[src/rtl/i2c_reg_sequencer.sv]
// i2c_reg_sequencer
// Turns one register-access request (device address, register address,
// write data) into the byte-level command stream of a single-master i2c
// block: start, address/data writes, optional restart + read, stop.
// Slave NACKs end the transfer with a stop and an error response.
//
// Optional feature macro: I2C_SEQ_RETRY_EN
//   defined   -> a NACK-terminated transfer is replayed from START up to
//                RETRIES extra times before an error is reported.
//   undefined -> the first NACK is reported directly; RETRIES is unused.
//
// Handshake rules:
//   request : a request is accepted on the rising edge where both req_valid
//             and req_ready are 1. req_ready is registered, high only in
//             IDLE, and drops the cycle after acceptance.
//   response: rsp_valid is a one-cycle pulse; rsp_rdata/rsp_err/
//             rsp_err_stage are meaningful in that cycle and hold until the
//             next response.
//   master  : i2c_write is a one-cycle strobe, raised only while i2c_ready=1,
//             with i2c_cmd/i2c_data stable in that cycle. The cycle after a
//             strobe is a gap in which i2c_ready and i2c_done_tick are
//             ignored.
// dbg_state exposes the sequencer state encoding for checkers.

module i2c_reg_sequencer #(
  parameter int RETRIES = 3
) (
  input  logic       clk,
  input  logic       reset_n,
  input  logic       req_valid,
  output logic       req_ready,
  input  logic       req_rw,
  input  logic [6:0] req_dev_addr,
  input  logic [7:0] req_reg_addr,
  input  logic [7:0] req_wdata,
  output logic       rsp_valid,
  output logic [7:0] rsp_rdata,
  output logic       rsp_err,
  output logic [1:0] rsp_err_stage,
  output logic [2:0] i2c_cmd,
  output logic [7:0] i2c_data,
  output logic       i2c_write,
  input  logic       i2c_ready,
  input  logic       i2c_done_tick,
  input  logic       i2c_ack,
  input  logic [7:0] i2c_rdata,
  output logic [3:0] dbg_state
);

  typedef enum logic [3:0] {
    S_IDLE    = 4'd0,
    S_START   = 4'd1,
    S_DEVW    = 4'd2,
    S_REG     = 4'd3,
    S_WDATA   = 4'd4,
    S_RESTART = 4'd5,
    S_DEVR    = 4'd6,
    S_READ    = 4'd7,
    S_STOP    = 4'd8,
    S_RESP    = 4'd9
  } state_t;

  // Every command state walks ISSUE -> GAP -> WAIT.
  typedef enum logic [1:0] {
    PH_ISSUE = 2'd0,
    PH_GAP   = 2'd1,
    PH_WAIT  = 2'd2
  } phase_t;

  localparam logic [2:0] CMD_START   = 3'b000;
  localparam logic [2:0] CMD_RESTART = 3'b001;
  localparam logic [2:0] CMD_STOP    = 3'b010;
  localparam logic [2:0] CMD_READ    = 3'b011;
  localparam logic [2:0] CMD_WRITE   = 3'b100;

  // NACK stage codes reported in rsp_err_stage.
  localparam logic [1:0] STG_DEVW  = 2'd0;
  localparam logic [1:0] STG_REG   = 2'd1;
  localparam logic [1:0] STG_WDATA = 2'd2;
  localparam logic [1:0] STG_DEVR  = 2'd3;

  state_t     state, state_n;
  phase_t     phase, phase_n;

  // Request fields latched at acceptance.
  logic       rw_q;
  logic [6:0] dev_q;
  logic [7:0] reg_q;
  logic [7:0] wdata_q;

  // Per-attempt status.
  logic       err_q;
  logic [1:0] stage_q;
  logic [7:0] rdata_q;

  logic       accept;
  logic       is_byte;
  logic       step;
  logic       nack;
  logic [1:0] nack_stage;
  logic       cap_rdata;
  logic       do_retry;
  logic       finish;

`ifdef I2C_SEQ_RETRY_EN
  localparam logic [4:0] RETRY_LIM = 5'(RETRIES);
  logic [3:0] retry_cnt;
`else
  logic [3:0] unused_retries;
  assign unused_retries = 4'(RETRIES);
`endif

  assign accept    = (state == S_IDLE) && req_valid && req_ready;
  assign dbg_state = state;

  // Next-state, phase sequencing and master command outputs.
  always_comb begin
    state_n    = state;
    phase_n    = phase;
    i2c_write  = 1'b0;
    i2c_cmd    = CMD_START;
    i2c_data   = 8'h00;
    is_byte    = 1'b0;
    step       = 1'b0;
    nack       = 1'b0;
    nack_stage = STG_DEVW;
    cap_rdata  = 1'b0;
    do_retry   = 1'b0;
    finish     = 1'b0;

    // Command and data presented by each state.
    case (state)
      S_START:   i2c_cmd = CMD_START;
      S_DEVW: begin
        i2c_cmd  = CMD_WRITE;
        i2c_data = {dev_q, 1'b0};
        is_byte  = 1'b1;
      end
      S_REG: begin
        i2c_cmd  = CMD_WRITE;
        i2c_data = reg_q;
        is_byte  = 1'b1;
      end
      S_WDATA: begin
        i2c_cmd  = CMD_WRITE;
        i2c_data = wdata_q;
        is_byte  = 1'b1;
      end
      S_RESTART: i2c_cmd = CMD_RESTART;
      S_DEVR: begin
        i2c_cmd  = CMD_WRITE;
        i2c_data = {dev_q, 1'b1};
        is_byte  = 1'b1;
      end
      S_READ: begin
        // 8'h01 tells the master this is the last byte, so it NACKs it.
        i2c_cmd  = CMD_READ;
        i2c_data = 8'h01;
        is_byte  = 1'b1;
      end
      S_STOP:    i2c_cmd = CMD_STOP;
      default: begin
        i2c_cmd  = CMD_START;
        i2c_data = 8'h00;
      end
    endcase

    if (state == S_IDLE) begin
      if (accept) begin
        state_n = S_START;
        phase_n = PH_ISSUE;
      end
    end else if (state == S_RESP) begin
      state_n = S_IDLE;
      phase_n = PH_ISSUE;
    end else begin
      case (phase)
        PH_ISSUE: begin
          if (i2c_ready) begin
            i2c_write = 1'b1;
            phase_n   = PH_GAP;
          end
        end
        PH_GAP:  phase_n = PH_WAIT;
        default: step = is_byte ? i2c_done_tick : i2c_ready;
      endcase
    end

    // Command completed: choose the following command.
    if (step) begin
      phase_n = PH_ISSUE;
      case (state)
        S_START: state_n = S_DEVW;
        S_DEVW: begin
          if (i2c_ack) begin
            nack       = 1'b1;
            nack_stage = STG_DEVW;
            state_n    = S_STOP;
          end else begin
            state_n = S_REG;
          end
        end
        S_REG: begin
          if (i2c_ack) begin
            nack       = 1'b1;
            nack_stage = STG_REG;
            state_n    = S_STOP;
          end else begin
            state_n = rw_q ? S_RESTART : S_WDATA;
          end
        end
        S_WDATA: begin
          nack       = i2c_ack;
          nack_stage = STG_WDATA;
          state_n    = S_STOP;
        end
        S_RESTART: state_n = S_DEVR;
        S_DEVR: begin
          if (i2c_ack) begin
            nack       = 1'b1;
            nack_stage = STG_DEVR;
            state_n    = S_STOP;
          end else begin
            state_n = S_READ;
          end
        end
        S_READ: begin
          cap_rdata = 1'b1;
          state_n   = S_STOP;
        end
        S_STOP: begin
`ifdef I2C_SEQ_RETRY_EN
          do_retry = err_q && ({1'b0, retry_cnt} < RETRY_LIM);
`endif
          if (do_retry) begin
            state_n = S_START;
          end else begin
            finish  = 1'b1;
            state_n = S_RESP;
          end
        end
        default: state_n = S_IDLE;
      endcase
    end
  end

  // State and phase registers.
  always_ff @(posedge clk or negedge reset_n) begin
    if (!reset_n) begin
      state <= S_IDLE;
      phase <= PH_ISSUE;
    end else begin
      state <= state_n;
      phase <= phase_n;
    end
  end

  // Registered ready: high exactly while the sequencer will sit in IDLE.
  always_ff @(posedge clk or negedge reset_n) begin
    if (!reset_n) begin
      req_ready <= 1'b0;
    end else begin
      req_ready <= (state_n == S_IDLE);
    end
  end

  // Latch request fields so later input changes do not disturb the transfer.
  always_ff @(posedge clk or negedge reset_n) begin
    if (!reset_n) begin
      rw_q    <= 1'b0;
      dev_q   <= 7'h00;
      reg_q   <= 8'h00;
      wdata_q <= 8'h00;
    end else if (accept) begin
      rw_q    <= req_rw;
      dev_q   <= req_dev_addr;
      reg_q   <= req_reg_addr;
      wdata_q <= req_wdata;
    end
  end

  // Attempt status: NACK flag/stage and captured read byte.
  always_ff @(posedge clk or negedge reset_n) begin
    if (!reset_n) begin
      err_q   <= 1'b0;
      stage_q <= 2'd0;
      rdata_q <= 8'h00;
    end else if (accept || do_retry) begin
      err_q   <= 1'b0;
      stage_q <= 2'd0;
      rdata_q <= 8'h00;
    end else begin
      if (nack) begin
        err_q   <= 1'b1;
        stage_q <= nack_stage;
      end
      if (cap_rdata) begin
        rdata_q <= i2c_rdata;
      end
    end
  end

`ifdef I2C_SEQ_RETRY_EN
  // Count replays of the current request; cleared when a new one arrives.
  always_ff @(posedge clk or negedge reset_n) begin
    if (!reset_n) begin
      retry_cnt <= 4'd0;
    end else if (accept) begin
      retry_cnt <= 4'd0;
    end else if (do_retry) begin
      retry_cnt <= retry_cnt + 4'd1;
    end
  end
`endif

  // Response pulse and fields, loaded once the final stop has completed.
  always_ff @(posedge clk or negedge reset_n) begin
    if (!reset_n) begin
      rsp_valid     <= 1'b0;
      rsp_rdata     <= 8'h00;
      rsp_err       <= 1'b0;
      rsp_err_stage <= 2'd0;
    end else begin
      rsp_valid <= finish;
      if (finish) begin
        rsp_rdata     <= err_q ? 8'h00 : rdata_q;
        rsp_err       <= err_q;
        rsp_err_stage <= stage_q;
      end
    end
  end

endmodule
[config.mk]
export PLATFORM = sky130hd
export DESIGN_NAME = i2c_reg_sequencer
export DESIGN_NICKNAME = d
export VERILOG_FILES = /design/src/rtl/i2c_reg_sequencer.sv
export SDC_FILE = /design/constraint.sdc
export NUM_CORES = 1
export LEC_CHECK = 0
export ABC_AREA = 1
export CELL_PAD_IN_SITES_DETAIL_PLACEMENT = 1
export CELL_PAD_IN_SITES_GLOBAL_PLACEMENT = 1
export CORE_MARGIN = 8
export CORE_UTILIZATION = 37
export CTS_BUF_LIST = sky130_fd_sc_hd__clkbuf_8 sky130_fd_sc_hd__clkbuf_16
export CTS_CLUSTER_SIZE = 10
export DETAILED_ROUTE_END_ITERATION = 7
export GPL_ROUTABILITY_DRIVEN = 0
export HOLD_SLACK_MARGIN = 0.02
export PLACE_DENSITY_LB_ADDON = 0.1
export SLEW_MARGIN = 15
export SYNTH_ARGS = -nofsm -noshare
export SYNTH_HDL_FRONTEND = slang
export SYNTH_SLANG_ARGS = --single-unit
[constraint.sdc]
create_clock -name clk -period 3.9 [get_ports clk]
set_clock_uncertainty 0.1 [all_clocks]
set_input_delay 0.78 -clock clk [delete_from_list [all_inputs] [get_ports clk]]
set_output_delay 0.78 -clock clk [all_outputs]
set_load 0.005 [all_outputs]
## After elaboration in Yosys (flattened, before gate mapping)

Index checks and enable logic that the tools add are counted.

| storage, ports and cells | value |
|---|---|
| register bits | 54 |
| output and inout port bits | 29 |

| operators by class | value |
|---|---|
| equality and inequality tests | 12 |
| multiplexer cells | 44 |
| reductions and logical operators | 14 |

Operators by type and width:

| cell | number |
|---|---|
| $pmux 8 s5 | 1 |
| $mux 4 | 7 |
| $pmux 4 s7 | 1 |
| $mux 8 | 3 |
| $mux 1 | 19 |
| $mux 2 | 9 |
| $eq 4x3->1 const B | 4 |
| $pmux 3 s4 | 1 |
| $eq 4x2->1 const B | 2 |
| $eq 4x4->1 const B | 2 |
| $logic_not 4->1 | 2 |
| $pmux 2 s3 | 1 |
| $ne 5x5->1 const B | 1 |
| $reduce_bool 5->1 | 1 |
| $reduce_or 5->1 | 1 |
| $eq 4x1->1 const B | 1 |
| $pmux 2 s2 | 1 |
| $reduce_bool 2->1 | 2 |
| $reduce_or 2->1 | 2 |
| $reduce_or 4->1 | 1 |
| $ne 3x3->1 const B | 1 |
| $reduce_and 3->1 | 1 |
| $reduce_or 3->1 | 1 |
| $eq 2x1->1 const B | 1 |
| 3 further kinds | 4 |

## Logic depth before layout (Yosys ltp)

Gate-level depths: netlist of run 1.

| depth | value |
|---|---|
| word-level depth | 10 |
| gate-level depth with buffers | 11 |
| depth with buffers taken out | 11 |

## Worst setup path before layout of run 1

Ideal clock, no wire load.

| timing path | value |
|---|---|
| kind | register -> output |
| start | register state[3], in the netlist dbg_state[3] |
| end | output i2c_data[0] |
| arrival time | 1044 ps |
| required time | 3020 ps |
| setup slack | 1976 ps |
| stages on the path, launching flop included | 8 |
| cells stage by stage | dfrtp_1 -> inv_2 -> nand2_1 -> inv_1 -> nand2_1 -> clkinv_1 -> nand2_1 -> o211ai_1 |

| between the ends | value |
|---|---|
| word-level cells in the longest chain between the ends | 2 |
| elaborated cells between the ends (all ways) | 6 |
| classes of those cells | eq/ne: 5; mux: 1 |

RTL lines:

| item | RTL line | RTL |
|---|---|---|
| start, declared | 82 | `state_t state, state_n;` |
| start signal, assigned | 253 | `state <= state_n;` |
| $eq 4x3->1 / $eq 4x2->1 (equally long branches) | 132 | `case (state)` |
| $pmux 8 s5 * | 132 |  |
| end, declared | 41 | `output logic [7:0] i2c_data,` |

Mark *: on every way between the ends. The rest lies on a longest branch, timed or not.

## Worst setup path after layout of run 1

| timing path | value |
|---|---|
| start | register state[0], in the netlist dbg_state[0] |
| end | output i2c_data[2] |

The elaborated chain is that of the path after synthesis.

==> metrics, run 1 <==
Worst setup EP type primary output; status completed; crit path cell chain inv_1, nand2_1, nor2_1, nand2_1, nand3_1, clkdlybuf4s50_1; worst skew pair latency 0.30 ns; DR vias around 2.3k; Synth Instances between 300 and 400; Tcrit/Tclk final 77.70%; Die Ht a little under 100 um; CP Data Arrival Time between 2 and 2.5 ns; R2R Path End wdata_q[1]; TritonCTS clock tree done; Power Density about 620 mW/mm2; Lkg Pwr 1.766 nW; cell mode on critical path nand2_1; CTS Hold Bufs 0; number of DRC markers in iteration 0 95; # rows 30; postcts setup bufs 0; reg-to-reg slack, setup ~1.8 ns; Least-Margin Pin Slew 0.7522 ns; fillers approximately 840; share of layout cells above drive strength 1 roughly 8.5%; relative slew slack approximately half; Max Slew Vio Count 0; io pins 67; # Max-Cap Violations 0; Die W 98.77 um; minimum clock period between 3 and 4 ns; Yosys reg bits 54; final setup TNS 0 ns; critical path class reg -> out; Reg clk slew, reported paths 0.10 ns; Routed WL a little under 7000 um; HPWL Detailed around 5300 um; H-Tree Level Count 2; CTS resizes 0; vias in the first global route between 2k and 3k; worst reg2reg path depth 8; initial antenna violation count 0; Post-DRT Antenna Nets 0; Clock Tree Buf Depth 2; startpoint types flop; Avg Vias per Cell approximately 4.7; hold path depth 2; syn nets between 300 and 400; drt drc 0; FF-to-FF Start dbg_state[3]; DR pass1 iterations 4; Cells after DPL between 400 and 500; Fin. Hold Viols 0; synth unique cells 22; CP peak stage delay between 0.5 and 0.6 ns; nets about 440; final setup vio count 0; die area between 0.009 and 0.01 mm2; CORE AREA approximately 0.0067 mm2; clock root buffer clkbuf_8; first-pass GRT wire length 12200 um; Hold Startpoint rsp_err_stage[0]; Overflow after GRT 0; worst endpoint required time 3.02 ns; fmax between 300 and 400 MHz; Hold EP rsp_err_stage[0]; Total GRT Usage ~15%; Layout Cells excl Fill 479; Initial Util 37.73%; syn avg cell area roughly 7.8 um2; cell area after synthesis 0.002535 mm2; Critical Path Slowest Stage Cell clkdlybuf4s50_1; sequential area share after synthesis roughly 53%; yosys warns 0; RSZ-0062 raised after global routing no; largest net degree at the start of global routing 33; Buffers on Ports between 60 and 70; maximum vdd drop 0.0002943 V; clk sink count 54; Hold WC Path Type reg -> reg; total power roughly 2.1 mW; Inserted Clock Buffers 5; Antenna Cells 0; wire length per cell around 14 um; Area growth, synth to finish 33.46%; CP Max Fanout 7
==> worst max-delay path by stage <==
stage / start / endpoint / slack, ns
2_1_floorplan: dbg_state[3] / i2c_data[0] / 1.98
3_3_place_gp: i2c_ready / i2c_write / 1.06
3_5_place_dp: i2c_ready / i2c_write / 1.04
4_1_cts: dbg_state[0] / i2c_data[1] / 0.81
5_1_grt: dbg_state[0] / i2c_data[2] / 0.64
6_report: dbg_state[0] / i2c_data[2] / 0.87
==> final cells by class <==
cell class	count	area, um2	share of cell area (%)
clock buffers	5	68.82	2.034
clock inverters	3	28.78	0.8506
inverters	36	135.1	3.994
multi-input cells	232	1021	30.18
flip-flops and latches	54	1351	39.94
well taps	80	100.1	2.959
repair buffers	69	678.2	20.04
==> report_power, final <==
part	switching [mW]	internal, mW	total (mW)
combinational	0.496	0.393	0.888
sequential	0.132	0.760	0.892
clock	0.198	0.135	0.333
==> cells in the mapped netlist, drive strengths merged <==
| master | instances | area share (%) |
|---|---|---|
| nand4 | 1 | 0.25 |
| nand2 | 160 | 24 |
| nand3 | 20 | 4.4 |
| inv | 33 | 4.9 |
| o21ai | 24 | 5.9 |
| a21oi | 3 | 0.59 |
| clkinv | 3 | 0.44 |
| o211ai | 1 | 0.30 |
| o21a | 1 | 0.30 |
| buf | 5 | 1.1 |
| nor2 | 22 | 4.4 |
| dfrtp | 54 | 53 |
==> sequential cells by signal, indices dropped and copies added (netlist names), 4 cells and up <==
signal and count:
reg_q 8, dev_q 7, wdata_q 8, rdata_q 8, dbg_state 4, rsp_rdata 8
==> critical path: cells and delay by family (launching register included) <==
family,cells,cell delay [ns]
flops,1,0.44
simple gates,4,0.74
buf+inv,2,0.67
==> through the flow <==
stage / worst slack (ns) / instance area, um2 / hold WS (ns) / utilization [%]
global route: 0.6442 / 3383 / 0.4157 / 50.35
finish: 0.8699 / 3383 / 0.3833 / 50.35
detailed placement: 1.038 / 3286 / 0.3645 / 48.90
global placement: 1.060 / 3286 / 0.3547 / 48.90
floorplan: 1.976 / 2535 / 0.3492 / -
CTS: 0.8094 / 3383 / 0.3901 / 50.35
==> per-layer routing <==
metal	GRT usage [%]	vias to the layer above	part of all wire, %
li1	-	1140	-
met1	18.96	1056	46
met2	25.83	50	49
met3	3.735	8	4.1
met4	3.896	0	1.3
met5	0	-	0
==> placed cells by master, fill, tap and decap left out <==
cell and count:
a21oi_1 3, buf_2 1, buf_4 3, clkbuf_8 5, clkdlybuf4s50_1 65, clkinv_1 3, clkinv_4 1, dfrtp_1 54
inv_1 26, inv_2 7, inv_6 1, inv_8 1, nand2_1 158, nand2_2 1, nand2_4 1, nand3_1 19
nand3_4 1, nand4_1 1, nor2_1 18, nor2_2 2, nor2_4 1, nor2_8 1, o211ai_1 1, o21a_1 1
o21ai_0 15, o21ai_1 1, o21ai_2 8
==> logic make-up after synthesis <==
family	count (synthesis)	share of synthesized area [%]
DFF	54	53.31
and+or+nand+nor	203	33.17
AOI/OAI and AO/OA	29	7.107
buffers and inverters	41	6.417
No activity file was read; power rests on OpenSTA's default activity.
==> run 2, diff against run 1 <==
--- a/config.mk
+++ b/config.mk
@@ -9,7 +9,7 @@
 export CELL_PAD_IN_SITES_DETAIL_PLACEMENT = 1
 export CELL_PAD_IN_SITES_GLOBAL_PLACEMENT = 1
 export CORE_MARGIN = 8
-export CORE_UTILIZATION = 37
+export CORE_UTILIZATION = 35
 export CTS_BUF_LIST = sky130_fd_sc_hd__clkbuf_8 sky130_fd_sc_hd__clkbuf_16
 export CTS_CLUSTER_SIZE = 10
 export DETAILED_ROUTE_END_ITERATION = 7
==> constraint.sdc (replaced) <==
create_clock -name clk -period 3.15 [get_ports clk]
set_clock_uncertainty 0.1 [all_clocks]
set_input_delay 0.63 -clock clk [delete_from_list [all_inputs] [get_ports clk]]
set_output_delay 0.63 -clock clk [all_outputs]
set_load 0.005 [all_outputs]
==> run 2 against run 1 <==
Global-route usage fell by 0.96 points. Worst setup slack worse by 0.56 ns. Combinational power is 25% higher. Clock-buffer cell count is 1 higher.
==> metrics, run 2 (same netlist as run 1, synthesis figures left out) <==
area of the multi-input gates between 0.001 and 0.0015 mm2; Die Ht approximately 100 um; vias in the first global route 2443; Buffers on Ports 66; critical path class reg -> out; WL met2 3327 um; Inserted Clock Buffers 5; Fin. Hold Viols 0; DR vias around 2.3k; Crit path max-delay family buffers and inverters; Routed WL 6844 um; Die W ~100 um; worst endpoint required time about 2.4 ns; wire length per cell between 10 and 15 um; Critical Path Stages 8; postcts setup bufs 0; status completed; Final Worst Setup Slack 0.3115 ns; total power between 2 and 3 mW; Initial Util a little over a third; final setup vio count 0; crit path cell chain inv_2, nand2_1, inv_1, nand2_1, clkinv_1, nand2_1, o211ai_1, clkdlybuf4s50_1; share of layout cells above drive strength 1 8.750%; Antenna Cells 0; # Max-Cap Violations 0; most common cell after layout, fill and taps aside nand2_1; CP peak stage delay 0.47 ns; HPWL Detailed ~5200 um; fin util a little under half; Area growth, synth to finish 34.80%; CP Data Arrival Time ~2.1 ns; FF/Latch Area around 0.0014 mm2; nets about 440; Post-DRT Antenna Nets 0; Critical Path Slowest Stage Cell dfrtp_1; minimum clock period between 2 and 3 ns; CTS resizes 0; Cells after DPL 491; clk sink count 54; worst skew pair latency about 0.3 ns; first-pass GRT wire length around 12000 um; io pins 67; Power Density approximately 770 mW/mm2; Hold WC Path Type in -> async; CORE AREA slightly above 0.007 mm2; fillers 909; DP Worst Slack around 0.6 ns; initial antenna violation count 0; # rows 31; Buf+Inv Stages, Crit Path 4; M1 WL ~3200 um; largest net degree at the start of global routing 44; commonest cells after routing, fill and taps aside nand2_1, clkdlybuf4s50_1, dfrtp_1; Area after DPL around 0.0033 mm2; Overflow after GRT 0; fmax around 350 MHz; design area 0.003417 mm2; die area just over 0.01 mm2; CP Max Fanout 9; final setup TNS 0 ns; Tcrit/Tclk final ~90%; clock root buffer clkbuf_8; CTS Hold Bufs 0; max layer used met4; maximum vdd drop between 0.0002 and 0.0003 V; WL met3 330 um; TritonCTS clock tree done; Least-Margin Pin Slew 0.5562 ns; Worst setup EP type primary output; Layout Cells excl Fill roughly 500; Fin Hold WS 0.09702 ns; Avg Vias per Cell around 4.5; number of DRC markers in iteration 0 88; Max Slew Vio Count 0; cell mode on critical path nand2_1; DR pass1 iterations 4; Clock Tree Buf Depth 2; relative slew slack between 60% and 70%; Lkg Pwr about 1.8 nW; Total GRT Usage 14.33%; H-Tree Level Count 2; RSZ-0062 raised after global routing no; startpoint types flop; worst reg2reg path depth 9; drt drc 0; Reg clk slew, reported paths approximately 0.1 ns
-- run 2: cell count changes in the layout (fill, tap and decap cells not counted) --
cell	before	now
clkinv_4	1	2
inv_8	1	0
buf_4	3	4
clkbuf_8	5	6
inv_6	1	0
-- run 2: final cells by class --
type | count | share of cell area (%)
clock buffer | 6 | 2.417
clock inverter | 2 | 0.5126
inverter | 36 | 3.955
multi-input combinational | 232 | 29.88
sequential | 54 | 39.55
tap | 99 | 3.625
timing repair buffer | 70 | 20.07
-- run 2: routing by layer --
metal / GRT usage, % / vias up
met5: 0 / -
li1: - / 1145
met4: 3.436 / 0
met2: 25.15 / 40
met3: 2.970 / 2
met1: 17.41 / 1069
-- run 2: worst paths after layout --
check	from	end	slack [ns]
worst min-delay path	reset_n	dbg_state[2]	0.1
worst min register to register	rsp_rdata[3]	rsp_rdata[3]	0.39
max in group asynchronous	reset_n	wdata_q[1]	2.01
min in group clk	rsp_rdata[3]	rsp_rdata[3]	0.39
worst max-delay path	dbg_state[3]	i2c_data[0]	0.31
worst max register to register	dbg_state[2]	phase[0]	1.02
-- run 2: where the power goes --
group	internal, mW	switching (mW)
registers	0.942	0.160
logic	0.495	0.614
clock network	0.181	0.224
